<file path="src/rtl/ibex_pext_dual_word_seq_if.sv">
// Issue/writeback bus for the RV32 P-ext 64-bit add/sub sequencer.
// master = issue side + register file, slave = sequencer.
interface ibex_pext_dual_word_seq_if;
  logic        en_i;
  logic [7:0]  operator_i;
  logic [31:0] operand_a_i;
  logic [31:0] operand_b_i;
  logic        flush_i;
  logic        wb_ready_i;
  logic        rf_hi_sel_o;
  logic        rf_we_o;
  logic [31:0] rf_wdata_o;
  logic        busy_o;
  logic        valid_o;
  logic        ov_set_o;
  logic        illegal_o;

  modport master (
    output en_i, operator_i, operand_a_i, operand_b_i,
    output flush_i, wb_ready_i,
    input  rf_hi_sel_o, rf_we_o, rf_wdata_o,
    input  busy_o, valid_o, ov_set_o, illegal_o
  );

  modport slave (
    input  en_i, operator_i, operand_a_i, operand_b_i,
    input  flush_i, wb_ready_i,
    output rf_hi_sel_o, rf_we_o, rf_wdata_o,
    output busy_o, valid_o, ov_set_o, illegal_o
  );
endinterface

</file>
<file path="src/rtl/ibex_pext_dual_word_seq.sv">
// RV32 P-ext 64-bit add/sub sequencer: reads even/odd register
// pairs over two cycles, writes the 64-bit result as two words.
module ibex_pext_dual_word_seq #(
  parameter bit SupportHalving    = 1'b1,
  parameter bit SupportSaturating = 1'b1
) (
  input  logic clk_i,
  input  logic rst_i,
  ibex_pext_dual_word_seq_if.slave bus
);

  localparam logic [7:0] ZPN_ADD64   = 8'h10;
  localparam logic [7:0] ZPN_SUB64   = 8'h11;
  localparam logic [7:0] ZPN_RADD64  = 8'h12;
  localparam logic [7:0] ZPN_URADD64 = 8'h13;
  localparam logic [7:0] ZPN_RSUB64  = 8'h14;
  localparam logic [7:0] ZPN_URSUB64 = 8'h15;
  localparam logic [7:0] ZPN_KADD64  = 8'h16;
  localparam logic [7:0] ZPN_UKADD64 = 8'h17;
  localparam logic [7:0] ZPN_KSUB64  = 8'h18;
  localparam logic [7:0] ZPN_UKSUB64 = 8'h19;

  typedef enum logic [1:0] {
    S_IDLE,
    S_HI,
    S_WB_LO,
    S_WB_HI
  } state_e;

  state_e      r_state;
  state_e      w_next;

  logic [31:0] r_lo;
  logic        r_carry;
  logic        r_sub;
  logic        r_sgn;
  logic        r_halv;
  logic        r_sat;
  logic [63:0] r_res;
  logic        r_ov;

  logic        w_sup;
  logic        w_sub;
  logic        w_sgn;
  logic        w_halv;
  logic        w_sat;

  logic [31:0] w_b_lo;
  logic [32:0] w_lo;
  logic [32:0] w_a_ext;
  logic [32:0] w_b_ext;
  logic [32:0] w_b_hi;
  logic [32:0] w_hi;
  logic [64:0] w_r;
  logic [63:0] w_res;
  logic        w_ov;

  logic        w_start;
  logic        w_cap;
  logic        w_sel;
  logic        w_we;
  logic [31:0] w_wdata;
  logic        w_valid;
  logic        w_ov_set;
  logic        w_illegal;

  // Operator decode: support, direction, signedness, result class.
  always_comb begin
    w_sup  = 1'b0;
    w_sub  = 1'b0;
    w_sgn  = 1'b1;
    w_halv = 1'b0;
    w_sat  = 1'b0;
    case (bus.operator_i)
      ZPN_ADD64: begin
        w_sup = 1'b1;
      end
      ZPN_SUB64: begin
        w_sup = 1'b1;
        w_sub = 1'b1;
      end
      ZPN_RADD64: begin
        w_sup  = SupportHalving;
        w_halv = 1'b1;
      end
      ZPN_URADD64: begin
        w_sup  = SupportHalving;
        w_halv = 1'b1;
        w_sgn  = 1'b0;
      end
      ZPN_RSUB64: begin
        w_sup  = SupportHalving;
        w_halv = 1'b1;
        w_sub  = 1'b1;
      end
      ZPN_URSUB64: begin
        w_sup  = SupportHalving;
        w_halv = 1'b1;
        w_sub  = 1'b1;
        w_sgn  = 1'b0;
      end
      ZPN_KADD64: begin
        w_sup = SupportSaturating;
        w_sat = 1'b1;
      end
      ZPN_UKADD64: begin
        w_sup = SupportSaturating;
        w_sat = 1'b1;
        w_sgn = 1'b0;
      end
      ZPN_KSUB64: begin
        w_sup = SupportSaturating;
        w_sat = 1'b1;
        w_sub = 1'b1;
      end
      ZPN_UKSUB64: begin
        w_sup = SupportSaturating;
        w_sat = 1'b1;
        w_sub = 1'b1;
        w_sgn = 1'b0;
      end
      default: begin
        w_sup = 1'b0;
      end
    endcase
  end

  // Low word adds zero-extended; its carry feeds the high word.
  assign w_b_lo = w_sub ? ~bus.operand_b_i : bus.operand_b_i;
  assign w_lo   = {1'b0, bus.operand_a_i}
                + {1'b0, w_b_lo}
                + {32'd0, w_sub};

  // High word extends to 33 bits so R holds the full 65-bit result.
  assign w_a_ext = {r_sgn & bus.operand_a_i[31], bus.operand_a_i};
  assign w_b_ext = {r_sgn & bus.operand_b_i[31], bus.operand_b_i};
  assign w_b_hi  = r_sub ? ~w_b_ext : w_b_ext;
  assign w_hi    = w_a_ext + w_b_hi + {32'd0, r_carry};
  assign w_r     = {w_hi, r_lo};

  // Final 64-bit result: wrap, halve, or saturate.
  always_comb begin
    w_res = w_r[63:0];
    w_ov  = 1'b0;
    if (r_halv) begin
      w_res = w_r[64:1];
    end else if (r_sat) begin
      if (r_sgn) begin
        if (w_r[64] != w_r[63]) begin
          w_ov  = 1'b1;
          w_res = w_r[64] ? {1'b1, 63'd0} : {1'b0, {63{1'b1}}};
        end
      end else if (w_r[64]) begin
        w_ov  = 1'b1;
        w_res = r_sub ? 64'd0 : {64{1'b1}};
      end
    end
  end

  // Next state and outputs; kill (flush/reset) overrides last.
  always_comb begin
    w_next    = r_state;
    w_start   = 1'b0;
    w_cap     = 1'b0;
    w_sel     = 1'b0;
    w_we      = 1'b0;
    w_wdata   = 32'd0;
    w_valid   = 1'b0;
    w_ov_set  = 1'b0;
    w_illegal = 1'b0;
    case (r_state)
      S_IDLE: begin
        if (bus.en_i) begin
          if (!w_sup) begin
            w_illegal = 1'b1;
          end else if (!bus.flush_i) begin
            w_start = 1'b1;
            w_next  = S_HI;
          end
        end
      end
      S_HI: begin
        w_sel  = 1'b1;
        w_cap  = 1'b1;
        w_next = S_WB_LO;
      end
      S_WB_LO: begin
        w_we    = 1'b1;
        w_wdata = r_res[31:0];
        if (bus.wb_ready_i) begin
          w_next = S_WB_HI;
        end
      end
      S_WB_HI: begin
        w_sel   = 1'b1;
        w_we    = 1'b1;
        w_wdata = r_res[63:32];
        if (bus.wb_ready_i) begin
          w_valid  = 1'b1;
          w_ov_set = r_ov;
          w_next   = S_IDLE;
        end
      end
      default: begin
        w_next = S_IDLE;
      end
    endcase
    if (bus.flush_i || rst_i) begin
      w_next   = S_IDLE;
      w_start  = 1'b0;
      w_cap    = 1'b0;
      w_we     = 1'b0;
      w_valid  = 1'b0;
      w_ov_set = 1'b0;
    end
    if (rst_i) begin
      w_illegal = 1'b0;
    end
  end

  // State, low-half partial sum, op class and final result.
  always_ff @(posedge clk_i) begin
    if (rst_i) begin
      r_state <= S_IDLE;
      r_lo    <= 32'd0;
      r_carry <= 1'b0;
      r_sub   <= 1'b0;
      r_sgn   <= 1'b0;
      r_halv  <= 1'b0;
      r_sat   <= 1'b0;
      r_res   <= 64'd0;
      r_ov    <= 1'b0;
    end else begin
      r_state <= w_next;
      if (w_start) begin
        r_lo    <= w_lo[31:0];
        r_carry <= w_lo[32];
        r_sub   <= w_sub;
        r_sgn   <= w_sgn;
        r_halv  <= w_halv;
        r_sat   <= w_sat;
      end
      if (w_cap) begin
        r_res <= w_res;
        r_ov  <= w_ov;
      end
    end
  end

  assign bus.rf_hi_sel_o = w_sel;
  assign bus.rf_we_o     = w_we;
  assign bus.rf_wdata_o  = w_wdata;
  assign bus.busy_o      = (r_state != S_IDLE);
  assign bus.valid_o     = w_valid;
  assign bus.ov_set_o    = w_ov_set;
  assign bus.illegal_o   = w_illegal;

endmodule

</file>
<file path="src/flat_wrapper.sv">
// flat-port wrapper written by rule: the top's interface ports become plain ports
module ibex_pext_dual_word_seq_flat 
#(
  parameter bit SupportHalving    = 1'b1,
  parameter bit SupportSaturating = 1'b1
)
  (clk_i, rst_i, bus_en_i, bus_operator_i, bus_operand_a_i, bus_operand_b_i, bus_flush_i, bus_wb_ready_i, bus_rf_hi_sel_o, bus_rf_we_o, bus_rf_wdata_o, bus_busy_o, bus_valid_o, bus_ov_set_o, bus_illegal_o);
  ibex_pext_dual_word_seq_if bus_i ();
  input  logic clk_i;
  input  logic rst_i;
  input wire logic [$bits(bus_i.en_i)-1:0] bus_en_i;
  input wire logic [$bits(bus_i.operator_i)-1:0] bus_operator_i;
  input wire logic [$bits(bus_i.operand_a_i)-1:0] bus_operand_a_i;
  input wire logic [$bits(bus_i.operand_b_i)-1:0] bus_operand_b_i;
  input wire logic [$bits(bus_i.flush_i)-1:0] bus_flush_i;
  input wire logic [$bits(bus_i.wb_ready_i)-1:0] bus_wb_ready_i;
  output wire logic [$bits(bus_i.rf_hi_sel_o)-1:0] bus_rf_hi_sel_o;
  output wire logic [$bits(bus_i.rf_we_o)-1:0] bus_rf_we_o;
  output wire logic [$bits(bus_i.rf_wdata_o)-1:0] bus_rf_wdata_o;
  output wire logic [$bits(bus_i.busy_o)-1:0] bus_busy_o;
  output wire logic [$bits(bus_i.valid_o)-1:0] bus_valid_o;
  output wire logic [$bits(bus_i.ov_set_o)-1:0] bus_ov_set_o;
  output wire logic [$bits(bus_i.illegal_o)-1:0] bus_illegal_o;
  assign bus_i.en_i = bus_en_i;
  assign bus_i.operator_i = bus_operator_i;
  assign bus_i.operand_a_i = bus_operand_a_i;
  assign bus_i.operand_b_i = bus_operand_b_i;
  assign bus_i.flush_i = bus_flush_i;
  assign bus_i.wb_ready_i = bus_wb_ready_i;
  assign bus_rf_hi_sel_o = bus_i.rf_hi_sel_o;
  assign bus_rf_we_o = bus_i.rf_we_o;
  assign bus_rf_wdata_o = bus_i.rf_wdata_o;
  assign bus_busy_o = bus_i.busy_o;
  assign bus_valid_o = bus_i.valid_o;
  assign bus_ov_set_o = bus_i.ov_set_o;
  assign bus_illegal_o = bus_i.illegal_o;
  ibex_pext_dual_word_seq #(.SupportHalving(SupportHalving), .SupportSaturating(SupportSaturating)) u_core (.clk_i(clk_i), .rst_i(rst_i), .bus(bus_i));
endmodule
</file>
<file path="config.mk">
export PLATFORM = sky130hd
export DESIGN_NAME = ibex_pext_dual_word_seq_flat
export DESIGN_NICKNAME = d
export VERILOG_FILES = /design/src/rtl/ibex_pext_dual_word_seq_if.sv /design/src/rtl/ibex_pext_dual_word_seq.sv /design/src/flat_wrapper.sv
export SDC_FILE = /design/constraint.sdc
export NUM_CORES = 1
export LEC_CHECK = 0
export ABC_AREA = 1
export BUFFER_PORTS_ARGS = -buffer_cell sky130_fd_sc_hd__clkbuf_2
export CORE_MARGIN = 3
export CORE_UTILIZATION = 60
export DETAILED_ROUTE_END_ITERATION = 7
export PLACE_DENSITY = 0.89
export SLEW_MARGIN = 0
export SYNTH_ARGS = -nofsm -noshare
export SYNTH_HDL_FRONTEND = slang
export SYNTH_SLANG_ARGS = --single-unit
export TNS_END_PERCENT = 30
</file>
<file path="constraint.sdc">
create_clock -name clk_i -period 4.4 [get_ports clk_i]
set_clock_uncertainty 0.2 [all_clocks]
set_input_delay 1.32 -clock clk_i [delete_from_list [all_inputs] [get_ports clk_i]]
set_output_delay 1.32 -clock clk_i [all_outputs]
set_load 0.05 [all_outputs]
</file>
==> out/results.txt <==
Slew HR - 0.387
Drt drc - 0
Final-report setup violation count - 0
Boundary Pins - 115
1st-iter DRT viols - 1808
Grt met1 use - 0.533
Most frequent cells in the layout - 490 x nand2_1, 200 x a21oi_1, 174 x inv_1
Nets@finish - 2010
Grt met2 use - 0.587
Final Cycle Share - 0.959
HP Class - flip-flop to flip-flop
Drt total wl - 37600 microns
CP endpoint - u_core.r_lo[8]
Clock insertion delay at the later pin of the skew report - 0.36 ns
Sequential fraction of the synthesis area - 0.195
Final Wtd Congestion - 1.04
Worst-case vdd ir drop - 0.216 mV
Worst slew pin tran - 0.918 ns
First-pass GRT wire length - 59400 microns
Design Area, Final - 0.0122 sq mm
Minimum clock period - 4.22 ns
Clock slew at reported path FFs - 0.07 ns
Global route total overflow - 0
Largest net degree at the start of global routing - 62
TritonRoute pass-1 iters - 6
Clock share of power - 0.292
Die Width - 139 microns
Vias in the first global route - 11400
Initial antenna violation count - 0
Synth async-reset ratio - 0
DIE AREA - 0.0194 sq mm
Critical path arrival - 4.24 ns
Slew Viols, Final - 0
Sw power - 0.00111 W
Site row count - 48
Flop pwr share - 0.330
RSZ-0062 raised after global routing - yes
P&R area growth vs syn - 14.3%
Global route hottest layer - met2
Antenna cells - 0
WL per Instance - 18.0 microns
WP data required - 4.42 ns
TritonCTS clock tree - built
Vert. Die Dim - 139 microns
Leak Pwr - 5.91 nW
CTS Sinks - 104
Syn Nets - 1898
Pwr Density - 236 mW/mm^2
Crit. Startpoint - bus_operator_i[1]
Type of origin of the critical path - input port
Post-Synthesis Cell Area - 0.0107 sq mm
Post-route ant nets - 0
WS Path Type - input port to flip-flop
Port bufs - 114
H-tree Lvls - 3
Reg2Reg Setup Slack - 0.62 ns
Clock Tree Root - clkbuf_16
Netlist cell types - 51
Main synth FF type - dfxtp_1
Core area - 0.0174 sq mm
Via count - 12600
Comb power frac - 0.378
HPWL Detailed - 28400 microns
Cts hold-fix bufs - 0
Commonest non-fill, non-tap cell in the layout - nand2_1
CTS Buf Count - 9
F_max - 237 MHz
Placement-stage cell area - 0.0118 sq mm
CP max FO - 6
Mapped Cells - 1751
Maximum Capacitance Violations - 0
Worst reg-to-reg path cell count - 20
Crit Reg-Reg Startpoint - u_core.r_sub
Avg Cell Area, Syn - 6.09 sq um
Status - complete, no violations
Reg2Reg Capture Point - u_core.r_res[38]
Number of flops mapped to enable cells by yosys - 0
Warnings, synthesis - 0
Hold path depth - 2
Switching share of total power - 0.384
Grt met3 use - 0.0481
Via density - 6.04
Tot GR Track Use - 0.372
CTS max path bufs - 2
Int Pwr - 0.00177 W
Hold slack - 0.280 ns
Layout cell share with drive strength beyond 1 - 0.143
Initial Utilization - 0.614
Final hold vios - 0
Yosys reg bits - 104
Setup crit end kind - flip-flop
==> synth_stat cells, types with 12 or more instances <==
master    number  area share
xor2_1        87       0.071
ha_1          67       0.079
nand2_1      492        0.17
a22o_1        23       0.019
dfxtp_1      104        0.20
nor2_1       102       0.036
a21oi_1      206       0.097
inv_1        174       0.061
nor3_1        16      0.0075
o21ai_0       97       0.046
clkbuf_1      56       0.020
a31oi_1       22       0.013
nand2_2       13      0.0076
nand3_1      137       0.064
o21bai_1      12      0.0085
buf_2         17      0.0080
==> power by group through the flow <==
stage / registers, W / logic, W / clock network [W]
after global placement: 0.000971 / 0.00102 / 0
after global routing: 0.000949 / 0.00119 / 0.000872
after detailed placement: 0.000971 / 0.00103 / 0
after CTS: 0.000949 / 0.00104 / 0.000832
final: 0.000949 / 0.00109 / 0.000841
after floorplan: 0.000969 / 0.000696 / 0
==> state kept, by name (all words and copies together), names as in the netlist <==
signal and cells:
u_core.r_lo 32, u_core.r_sgn 1, u_core.r_state 2, u_core.r_res 64, u_core.r_sat 1, u_core.r_ov 1, u_core.r_sub 1, u_core.r_carry 1
u_core.r_halv 1
==> how the worst min path moves through the flow <==
stage	start	end	slack, ns
2_1_floorplan	u_core.r_ov	u_core.r_ov	0.24
3_3_place_gp	u_core.r_ov	u_core.r_ov	0.25
3_5_place_dp	u_core.r_res[40]	u_core.r_res[40]	0.27
4_1_cts	u_core.r_res[39]	u_core.r_res[39]	0.28
5_1_grt	u_core.r_res[38]	u_core.r_res[38]	0.30
6_report	u_core.r_ov	u_core.r_ov	0.28
==> per-stage QoR <==
stage / setup TNS [ns] / util / power (W) / worst slack [ns] / std cells
2_1_floorplan: -0.305 / - / 0.00167 / -0.305 / 1751
3_3_place_gp: -0.150 / 0.679 / 0.00199 / -0.0788 / 2074
3_5_place_dp: -0.940 / 0.679 / 0.00201 / -0.168 / 2074
4_1_cts: 0 / 0.696 / 0.00282 / 0.189 / 2090
5_1_grt: -0.0811 / 0.702 / 0.00301 / -0.0522 / 2093
6_report: 0 / 0.702 / 0.00288 / 0.180 / 2093
==> worst max-delay path, cell delays in order <==
cell and delay, ns:
clkbuf_2 0.11, nor2_1 0.15, inv_1 0.06, nor2_1 0.15
nand2_2 0.10, nand3_4 0.20, buf_4 0.15, xor2_1 0.16
ha_1 0.30, nand2_1 0.08, o21ai_0 0.08, buf_4 0.16
a21boi_0 0.23, o21ai_0 0.15, buf_4 0.16, o21ai_0 0.38
buf_4 0.21, o31ai_1 0.06
==> cell type report <==
type | count | area, sq um
Tap cell | 225 | 282
Multi-Input combinational cell | 1379 | 7590
Clock inverter | 5 | 65.1
Timing Repair Buffer | 186 | 1250
Fill cell | 1565 | 5170
Clock buffer | 11 | 233
Inverter | 183 | 687
Sequential cell | 104 | 2080
==> timing repair <==
item,4_1_cts,5_1_grt
endpoints found under the setup margin,0,15
gates resized for setup,0,17
buffers inserted,0,2
==> logic make-up (layout without fill, tap and decap cells) <==
family,after synthesis,count (layout),synth area share
buffers and inverters,268,385,0.101
DFF,104,104,0.195
adders and majority gates,70,70,0.0843
and+or+nand+nor,800,800,0.318
AOI/OAI and AO/OA,411,411,0.222
xor gates and xnor gates,98,98,0.0805
==> routing by layer <==
metal,vias to the layer above,wire [microns]
li1,6008,-
met1,5726,15400
met2,804,16600
met3,104,4510
met4,0,1030
met5,-,0
Power figures use the tool's default switching activity.
